<file path="src/rtl/pong_score_counter_pkg.sv">
// rtl/pong_score_counter_pkg.sv - shared state encodings, defaults and BCD helper for the pong score counter
package pong_score_counter_pkg;

  typedef enum logic [1:0] {
    ST_PLAY  = 2'd0,
    ST_WIN_L = 2'd1,
    ST_WIN_R = 2'd2
  } state_e;

  localparam int DEFAULT_WIN_SCORE = 11;

  // A digit enable low means the segment driver keeps every segment dark.
  localparam logic DIGIT_OFF = 1'b0;
  localparam logic DIGIT_ON  = 1'b1;

  // Two-digit BCD increment, holding at 99.
  function automatic logic [7:0] bcd_inc(input logic [3:0] tens, input logic [3:0] ones);
    if (tens == 4'd9 && ones == 4'd9) begin
      return {tens, ones};
    end
    if (ones == 4'd9) begin
      return {tens + 4'd1, 4'd0};
    end
    return {tens, ones + 4'd1};
  endfunction

endpackage

</file>
<file path="src/rtl/bcd2_counter.sv">
// rtl/bcd2_counter.sv - saturating two-digit BCD counter with synchronous clear
module bcd2_counter
  import pong_score_counter_pkg::*;
(
  input  logic       clk,
  input  logic       rst,
  input  logic       clr,
  input  logic       inc,
  output logic [3:0] tens,
  output logic [3:0] ones
);

  logic [7:0] cnt_q, cnt_d;

  always_comb begin
    cnt_d = cnt_q;
    if (clr) begin
      cnt_d = 8'h00;
    end else if (inc) begin
      cnt_d = bcd_inc(cnt_q[7:4], cnt_q[3:0]);
    end
  end

  always_ff @(posedge clk or posedge rst) begin
    if (rst) begin
      cnt_q <= 8'h00;
    end else begin
      cnt_q <= cnt_d;
    end
  end

  assign tens = cnt_q[7:4];
  assign ones = cnt_q[3:0];

endmodule

</file>
<file path="src/rtl/pong_score_counter.sv">
// rtl/pong_score_counter.sv - pong score keeping, win detection and winner-digit blinking
module pong_score_counter
  import pong_score_counter_pkg::*;
#(
  parameter int WIN_SCORE = DEFAULT_WIN_SCORE,
  parameter int BLINK_DIV = 25000000
) (
  input  logic       clk,
  input  logic       rst,
  input  logic       point_left,
  input  logic       point_right,
  input  logic       new_game,
  output logic [3:0] left_tens,
  output logic [3:0] left_ones,
  output logic [3:0] right_tens,
  output logic [3:0] right_ones,
  output logic [3:0] digit_en,
  output logic       game_over,
  output logic       winner
);

  localparam logic [7:0] WIN_BCD = {4'(WIN_SCORE / 10), 4'(WIN_SCORE % 10)};
  localparam int CW = $clog2(BLINK_DIV);
  localparam logic [CW-1:0] BLINK_LAST = CW'(BLINK_DIV - 1);

  state_e          state_q, state_d;
  logic [CW-1:0]   blink_cnt_q, blink_cnt_d;
  logic            blink_q, blink_d;
  logic            in_play, inc_left, inc_right, left_hit, right_hit;
  logic            lt_on, lo_on, rt_on, ro_on;

  // Simultaneous pulses are a void rally; new_game beats any pulse.
  assign in_play   = (state_q == ST_PLAY);
  assign inc_left  = in_play & point_left & ~point_right & ~new_game;
  assign inc_right = in_play & point_right & ~point_left & ~new_game;
  assign left_hit  = inc_left & (bcd_inc(left_tens, left_ones) == WIN_BCD);
  assign right_hit = inc_right & (bcd_inc(right_tens, right_ones) == WIN_BCD);

  bcd2_counter u_left (
    .clk  (clk),
    .rst  (rst),
    .clr  (new_game),
    .inc  (inc_left),
    .tens (left_tens),
    .ones (left_ones)
  );

  bcd2_counter u_right (
    .clk  (clk),
    .rst  (rst),
    .clr  (new_game),
    .inc  (inc_right),
    .tens (right_tens),
    .ones (right_ones)
  );

  always_ff @(posedge clk or posedge rst) begin
    if (rst) begin
      state_q     <= ST_PLAY;
      blink_cnt_q <= '0;
      blink_q     <= 1'b1;
    end else begin
      state_q     <= state_d;
      blink_cnt_q <= blink_cnt_d;
      blink_q     <= blink_d;
    end
  end

  always_comb begin
    state_d = state_q;
    if (new_game) begin
      state_d = ST_PLAY;
    end else begin
      case (state_q)
        ST_PLAY: begin
          if (left_hit) begin
            state_d = ST_WIN_L;
          end else if (right_hit) begin
            state_d = ST_WIN_R;
          end
        end
        ST_WIN_L, ST_WIN_R: state_d = state_q;
        default: state_d = ST_PLAY;
      endcase
    end
  end

  // Divider idles cleared and lit in PLAY so every win starts with a full lit half-period.
  always_comb begin
    blink_cnt_d = blink_cnt_q;
    blink_d     = blink_q;
    if (new_game || in_play) begin
      blink_cnt_d = '0;
      blink_d     = 1'b1;
    end else if (blink_cnt_q == BLINK_LAST) begin
      blink_cnt_d = '0;
      blink_d     = ~blink_q;
    end else begin
      blink_cnt_d = blink_cnt_q + CW'(1);
    end
  end

  always_comb begin
    game_over = (state_q != ST_PLAY);
    winner    = (state_q == ST_WIN_R);
    lt_on     = (left_tens != 4'd0) ? DIGIT_ON : DIGIT_OFF;
    lo_on     = DIGIT_ON;
    rt_on     = (right_tens != 4'd0) ? DIGIT_ON : DIGIT_OFF;
    ro_on     = DIGIT_ON;
    if (state_q == ST_WIN_L && !blink_q) begin
      lt_on = DIGIT_OFF;
      lo_on = DIGIT_OFF;
    end
    if (state_q == ST_WIN_R && !blink_q) begin
      rt_on = DIGIT_OFF;
      ro_on = DIGIT_OFF;
    end
    digit_en = {lt_on, lo_on, rt_on, ro_on};
  end

endmodule

</file>
<file path="config.mk">
export PLATFORM = sky130hd
export DESIGN_NAME = pong_score_counter
export DESIGN_NICKNAME = d
export VERILOG_FILES = /design/src/rtl/pong_score_counter_pkg.sv /design/src/rtl/bcd2_counter.sv /design/src/rtl/pong_score_counter.sv
export SDC_FILE = /design/constraint.sdc
export NUM_CORES = 1
export LEC_CHECK = 0
export BUFFER_PORTS_ARGS = -buffer_cell sky130_fd_sc_hd__buf_4
export CORE_ASPECT_RATIO = 0.7
export CORE_MARGIN = 4
export CORE_UTILIZATION = 63
export DETAILED_ROUTE_END_ITERATION = 7
export GPL_TIMING_DRIVEN = 0
export PLACE_DENSITY_LB_ADDON = 0.12
export SLEW_MARGIN = 20
export SYNTH_ARGS = -nofsm -noshare
export SYNTH_HDL_FRONTEND = slang
export SYNTH_SLANG_ARGS = --single-unit
</file>
<file path="constraint.sdc">
create_clock -name clk -period 3.4 [get_ports clk]
set_input_delay 0.68 -clock clk [delete_from_list [all_inputs] [get_ports clk]]
set_output_delay 0.68 -clock clk [all_outputs]
set_load 0.01 [all_outputs]
</file>
==> impl_metrics.py, run 1 <==
metrics = {
    "sta": {
        "period_share_pct": 76.4,
        "drv_slew": 0,
        "skew_ps": 12.3,
        "max-slew-margin-rel_pct": 63.7,
        "fmax_mhz": 385,
        "rsz0062_at_grt": "false",
        "fin_setup_tns_ps": 0,
        "finalSetupViolations": 0,
        "fin_crit_ps": 2600,
        "tightest_slew_ps": 544,
        "hold_violations": 0,
    },
    "routing": {
        "routedWlPerCell_um": 15.1,
        "drcViolationCount": 0,
        "vias_per_cell": 6.07,
        "drtPass1Iterations": 4,
        "wl_um": 5540,
        "drt_iter0_markers": 212,
        "drtAntennaViolNets": 0,
        "num_vias": 2220,
    },
    "layout": {
        "fillers": 286,
        "utilization_pct": 75.6,
        "final_common_cell": "dfrtp_1",
        "drive_gt1_share_pct": 15.6,
        "mostFrequentLayoutCells": "43 x dfrtp_1, 32 x buf_4, 31 x nor2_1, 17 x nand3_1, 16 x a21oi_1",
        "antenna_cells": 0,
        "areaGrowthSynthToFinish_pct": 14.8,
        "final_net_count": 330,
    },
    "place": {
        "portBuffers": 26,
        "hpwl_um": 3930,
        "place_congestion": 0.829,
    },
    "die": {
        "rows": 19,
        "die_area_sq_um": 5260,
        "die_y_um": 61.9,
        "die_w_um": 85.0,
        "core_sq_um": 3970,
        "start_util_pct": 65.8,
        "io_pins": 27,
    },
    "worst_setup_path": {
        "cp_slowest_cell": "dfrtp_1",
        "path_buf_inv": 1,
        "critPathLaunchType": "flop",
        "worst_setup_path_end_kind": "flop",
        "worst-path-stages": 7,
        "slowest_delay_ps": 520,
        "worstPathArrival_ps": 2770,
        "crit_fanout": 9,
        "crit_type": "flop to flop",
        "cp_top_family": "simple AND/OR/NAND/NOR gates",
        "crit_top_cell": "or4_1",
        "worstPathCellList": "and4bb_2, clkbuf_1, ha_1, or4_1, or4_1, a31oi_2, o31ai_1",
        "crit_required_ps": 3570,
        "reg2regPathDepth": 7,
    },
    "clock_network": {
        "post_cts_buffers": 0,
        "clk_pin_slew_worst_paths_ps": 90,
        "numCtsBuffers": 5,
        "clkLatencyLatePin_ps": 310,
        "cts_buffer_depth": 2,
        "ctsHoldBuffers": 0,
        "cts-root-buf": "clkbuf_8",
        "cts.htree.levels": 2,
        "numClockSinks": 44,
        "cts_tree": "built",
        "ctsResizeCount": 0,
    },
    "pwr": {
        "power_leakage_nw": 1.34,
        "ir_drop_v": 0.000346,
        "cellPowerDensity_nw_per_um2": 325,
    },
    "grt": {
        "antenna_found_initial": 0,
        "grt_pass1_wl_um": 9230,
        "grt_usage_pct": 22.5,
        "overflow": 0,
        "grt_max_degree": 35,
        "grt_pass1_vias": 1972,
    },
    "logic_synthesis": {
        "ys.flop_type": "dfrtp_1",
        "yosys.area.top_type": "dfrtp_1",
        "syn_area_per_cell_sq_um": 9.36,
        "synth_area_leaders": "dfrtp_1 41%, ha_1 5.7%, nor2_1 4.5%, xor2_1 3.7%, nand3_1 3.3%",
        "synth_top_area_share_pct": 41.2,
        "synth_cell_types": 42,
        "async_flop_share_pct": 100,
        "seq_area_frac_synth_pct": 42.2,
        "syn_inst": 279,
        "synthesis.area_sq_um": 2610,
        "synth_edf_count": 0,
        "ys_ff_latch": 44,
        "yosysWarnings": 0,
        "syn_nets": 296,
    },
    "worst_hold_path": {
        "hold_path_class": "input port to async pin",
    },
    "run": {
        "maxCapViolCount": 0,
    },
    "status": {
        "outcome": "finished clean",
    },
}
logic make-up (layout without fill, tap and decap cells):
| family | after synthesis | count (layout) | share of synthesized area (%) |
|---|---|---|---|
| compound gates | 52 | 52 | 13.5 |
| xor+xnor | 16 | 16 | 5.36 |
| fa+ha+maj | 12 | 12 | 5.75 |
| buf+inv | 32 | 67 | 5.65 |
| flops | 44 | 44 | 42.2 |
| mux | 8 | 8 | 3.07 |
| simple gates | 115 | 115 | 24.5 |
synthesized netlist by cell type (all sizes together) (2+ instances only):
cell	n
nand3b	4
and4	3
or4	11
clkbuf	6
and3b	2
o21ba	2
and3	6
or3	5
nand3	17
nand4	10
nor2	31
o21ai	9
ha	12
nand2b	3
inv	15
a21o	2
o31a	2
a21boi	3
mux2i	8
nand4bb	2
xor2	11
o31ai	11
a21oi	16
buf	11
dfrtp	43
nand2	13
xnor2	5
a22oi	2
nor4	4
where the power goes:
part / internal [mW] / leakage, nW / switching (mW)
Combinational: 0.0152 / 0.679 / 0.0255
Sequential: 0.525 / 0.610 / 0.00615
Clock: 0.218 / 0.0552 / 0.184
worst paths after layout:
check	start	end	slack, ps
min in group clk	blink_cnt_q[0]	blink_cnt_q[0]	460
hold reg to reg	blink_cnt_q[0]	blink_cnt_q[0]	460
max in group asynchronous	rst	blink_q	2570
hold / removal	rst	blink_cnt_q[12]	300
setup reg to reg	u_right.cnt_q[0]	state_q[0]	800
setup / recovery	u_right.cnt_q[0]	state_q[0]	800
state kept, by name, indices dropped and copies added (netlist names):
signal / cells
blink_cnt_q: 25
u_left.cnt_q: 8
u_right.cnt_q: 8
state_q: 2
blink_q: 1
final cells by class:
cell class | instances | area [sq um] | share of cell area, %
Multi-Input combinational cell | 203 | 1360 | 45.4
Sequential cell | 44 | 1100 | 36.7
Tap cell | 52 | 65.1 | 2.17
Inverter | 15 | 56.3 | 1.88
Timing Repair Buffer | 27 | 215 | 7.17
Clock buffer | 6 | 72.6 | 2.42
Clock inverter | 2 | 35.0 | 1.17
Buffer | 17 | 91.3 | 3.04
metal layers:
| layer | vias up | GRT usage [%] | share of wire [%] |
|---|---|---|---|
| li1 | 1079 | - | - |
| met1 | 1076 | 32.1 | 50 |
| met3 | 6 | 5.80 | 5.2 |
| met4 | 0 | 6.32 | 0.92 |
| met5 | - | 0 | 0 |
| met2 | 59 | 34.4 | 43 |
stage by stage:
step | hold slack (ps) | power, mW | setup slack [ps] | instance area [sq um] | std cells
final | 301 | 0.975 | 802 | 3000 | 366
after global routing | 310 | 1.01 | 677 | 3000 | 366
after CTS | 305 | 0.981 | 816 | 3000 | 366
after detailed placement | 446 | 0.583 | 843 | 2890 | 358
after global placement | 443 | 0.578 | 883 | 2870 | 357
after floorplan | 423 | 0.563 | 1020 | 2610 | 279
(Power assumes the default switching activity.)
==> inputs of run 2 (changes only) <==
Settings changed: CORE_UTILIZATION 63 to 59.
Clock period 3.4 ns to 2.5 ns, I/O delays scaled along.
==> run 2 against run 1 <==
  * Combinational power up 33%
  * Sequential share of layout area up 0.24 points
  * Clock power up 16%
  * First-iteration DRC count down 29%
  * Fmax up 9.7%
  * Die area up 6.0%
  * Count of clock-buffer cells in the layout unchanged
  * Critical path type unchanged
  * Cell count down 0.27%
  * Via count down 0.72%
  * Flip-flop and latch count unchanged
  * Highest routed layer unchanged
==> impl_metrics.py, run 2 (same netlist as run 1, synthesis figures left out) <==
metrics = {
    "layout": {
        "antenna_cells": 0,
        "fillers": 308,
        "areaGrowthSynthToFinish_pct": 14.4,
        "final_common_cell": "dfrtp_1",
        "final_cells": 365,
        "stdcell_area_sq_um": 2990,
        "regMostFlops": "blink_cnt_q",
        "final_net_count": 329,
        "drive_gt1_share_pct": 16.6,
        "mostFrequentLayoutCells": "41 x dfrtp_1, 32 x buf_4, 31 x nor2_1, 17 x nand3_1, 16 x a21oi_1",
        "largest_register_ffs": 25,
        "top_regs": "blink_cnt_q x25, u_left.cnt_q x8, u_right.cnt_q x8",
    },
    "worst_setup_path": {
        "crit_type": "flop to flop",
        "crit_fanout": 8,
        "worstPathArrival_ps": 2540,
        "reg2regPathDepth": 6,
        "r2r-end": "state_q[0]",
        "rrSetupSlack_ps": 130,
        "worst_setup_path_end_kind": "flop",
        "crit_required_ps": 2670,
        "reg2reg_from": "u_right.cnt_q[2]",
        "critPathLaunchType": "flop",
    },
    "pwr": {
        "ir_drop_v": 0.000343,
        "cellPowerDensity_nw_per_um2": 417,
        "total_power_mw": 1.25,
        "power_leakage_nw": 1.34,
    },
    "clock_network": {
        "clk_pin_slew_worst_paths_ps": 80,
        "clkLatencyLatePin_ps": 300,
        "cts_tree": "built",
        "post_cts_buffers": 0,
        "numCtsBuffers": 5,
        "cts.htree.levels": 2,
        "cts_buffer_depth": 2,
        "cts-root-buf": "clkbuf_8",
        "numClockSinks": 44,
    },
    "grt": {
        "grt_pass1_wl_um": 9620,
        "grt_max_degree": 30,
        "grt_usage_pct": 21.7,
        "grt_pass1_vias": 2125,
        "grt_use_met2_pct": 32.0,
        "antenna_found_initial": 0,
        "grt_use_met1_pct": 31.5,
        "busiest_layer": "met2",
        "grt.met3_usage_pct": 4.17,
        "overflow": 0,
    },
    "die": {
        "core_sq_um": 4090,
        "die_y_um": 63.7,
        "start_util_pct": 63.9,
        "die_w_um": 87.5,
        "die_area_sq_um": 5570,
        "io_pins": 27,
        "rows": 19,
    },
    "sta": {
        "timing.hold.ws_ps": 165,
        "rsz0062_at_grt": "false",
        "skew_ps": 9.14,
        "fmax_mhz": 422,
        "period_share_pct": 94.8,
        "fin_crit_ps": 2370,
        "fin_setup_tns_ps": 0,
        "max-slew-margin-rel_pct": 64.6,
        "tightest_slew_ps": 528,
        "hold_violations": 0,
        "drv_slew": 0,
        "finalSetupViolations": 0,
    },
    "run": {
        "maxCapViolCount": 0,
    },
    "routing": {
        "drtAntennaViolNets": 0,
        "drtPass1Iterations": 4,
        "num_vias": 2204,
        "wl_um": 5630,
        "drcViolationCount": 0,
        "drt_iter0_markers": 150,
        "routedWlPerCell_um": 15.4,
        "vias_per_cell": 6.04,
    },
    "place": {
        "place_congestion": 0.805,
        "hpwl_um": 4030,
        "portBuffers": 26,
        "placed_cell_area_sq_um": 2890,
        "dp.cells": 358,
    },
    "status": {
        "outcome": "finished clean",
    },
    "worst_hold_path": {
        "hold_path_class": "input port to async pin",
    },
}
[run 2: cell types whose count changed in the layout (fill, tap and decap cells not counted)]
cell,change
clkbuf_8,+1
bufinv_16,-1
clkinv_2,+1
and4bb_2,-1
dfrtp_1,-2
and4bb_4,+1
clkbuf_1,-2
dfrtp_2,+2
[run 2: worst max path at each step]
stage	start	slack, ps	to
4_1_cts	u_right.cnt_q[1]	110	state_q[0]
2_1_floorplan	u_right.cnt_q[1]	120	state_q[0]
5_1_grt	u_right.cnt_q[2]	20	state_q[0]
6_report	u_right.cnt_q[2]	130	state_q[0]
3_5_place_dp	u_right.cnt_q[1]	-40	state_q[0]
3_3_place_gp	u_right.cnt_q[1]	4	state_q[0]
[run 2: repair_timing]
item / in CTS / in global routing
hold endpoints to repair: 0 / 0
resized for setup: 0 / 3
cloned: 0 / 0
hold buffers: 0 / 0
endpoints found under the setup margin: 2 / 2
[run 2: metrics by stage]
| step | worst slack [ps] | util (%) |
|---|---|---|
| 2_1_floorplan | 119 | - |
| 3_3_place_gp | 3.65 | 70.3 |
| 3_5_place_dp | -39.0 | 70.7 |
| 4_1_cts | 108 | 72.9 |
| 5_1_grt | 17.4 | 73.1 |
| 6_report | 131 | 73.1 |
[run 2: worst max-delay path: stages, from the launching register on]
cell	delay, ps
dfrtp_1	440
and4bb_4	420
ha_1	240
or4_1	420
or4_1	430
a31oi_2	190
o31ai_1	100
[run 2: where the power goes]
group	total, mW	switching [mW]	internal [mW]
Clock	0.469	0.248	0.221
Sequential	0.723	0.00804	0.715
Combinational	0.0542	0.0335	0.0207
Total	1.25	0.290	0.956
[run 2: routing by layer]
layer	share of wire (%)	routed length [um]	vias to the layer above
met5	0	0	-
met2	44	2500	69
met3	5.8	325	8
met1	49	2740	1055
li1	-	-	1072
met4	1.2	69	0
[run 2: cell type report]
class | instances | area, sq um | share of cell area [%]
inverter | 15 | 56.3 | 1.88
buffer | 16 | 87.6 | 2.93
clock inverter | 2 | 10.0 | 0.335
tap | 52 | 65.1 | 2.18
sequential | 44 | 1100 | 37.0
multi-input combinational | 203 | 1370 | 45.7
timing repair buffer | 27 | 215 | 7.20
clock buffer | 6 | 82.6 | 2.76
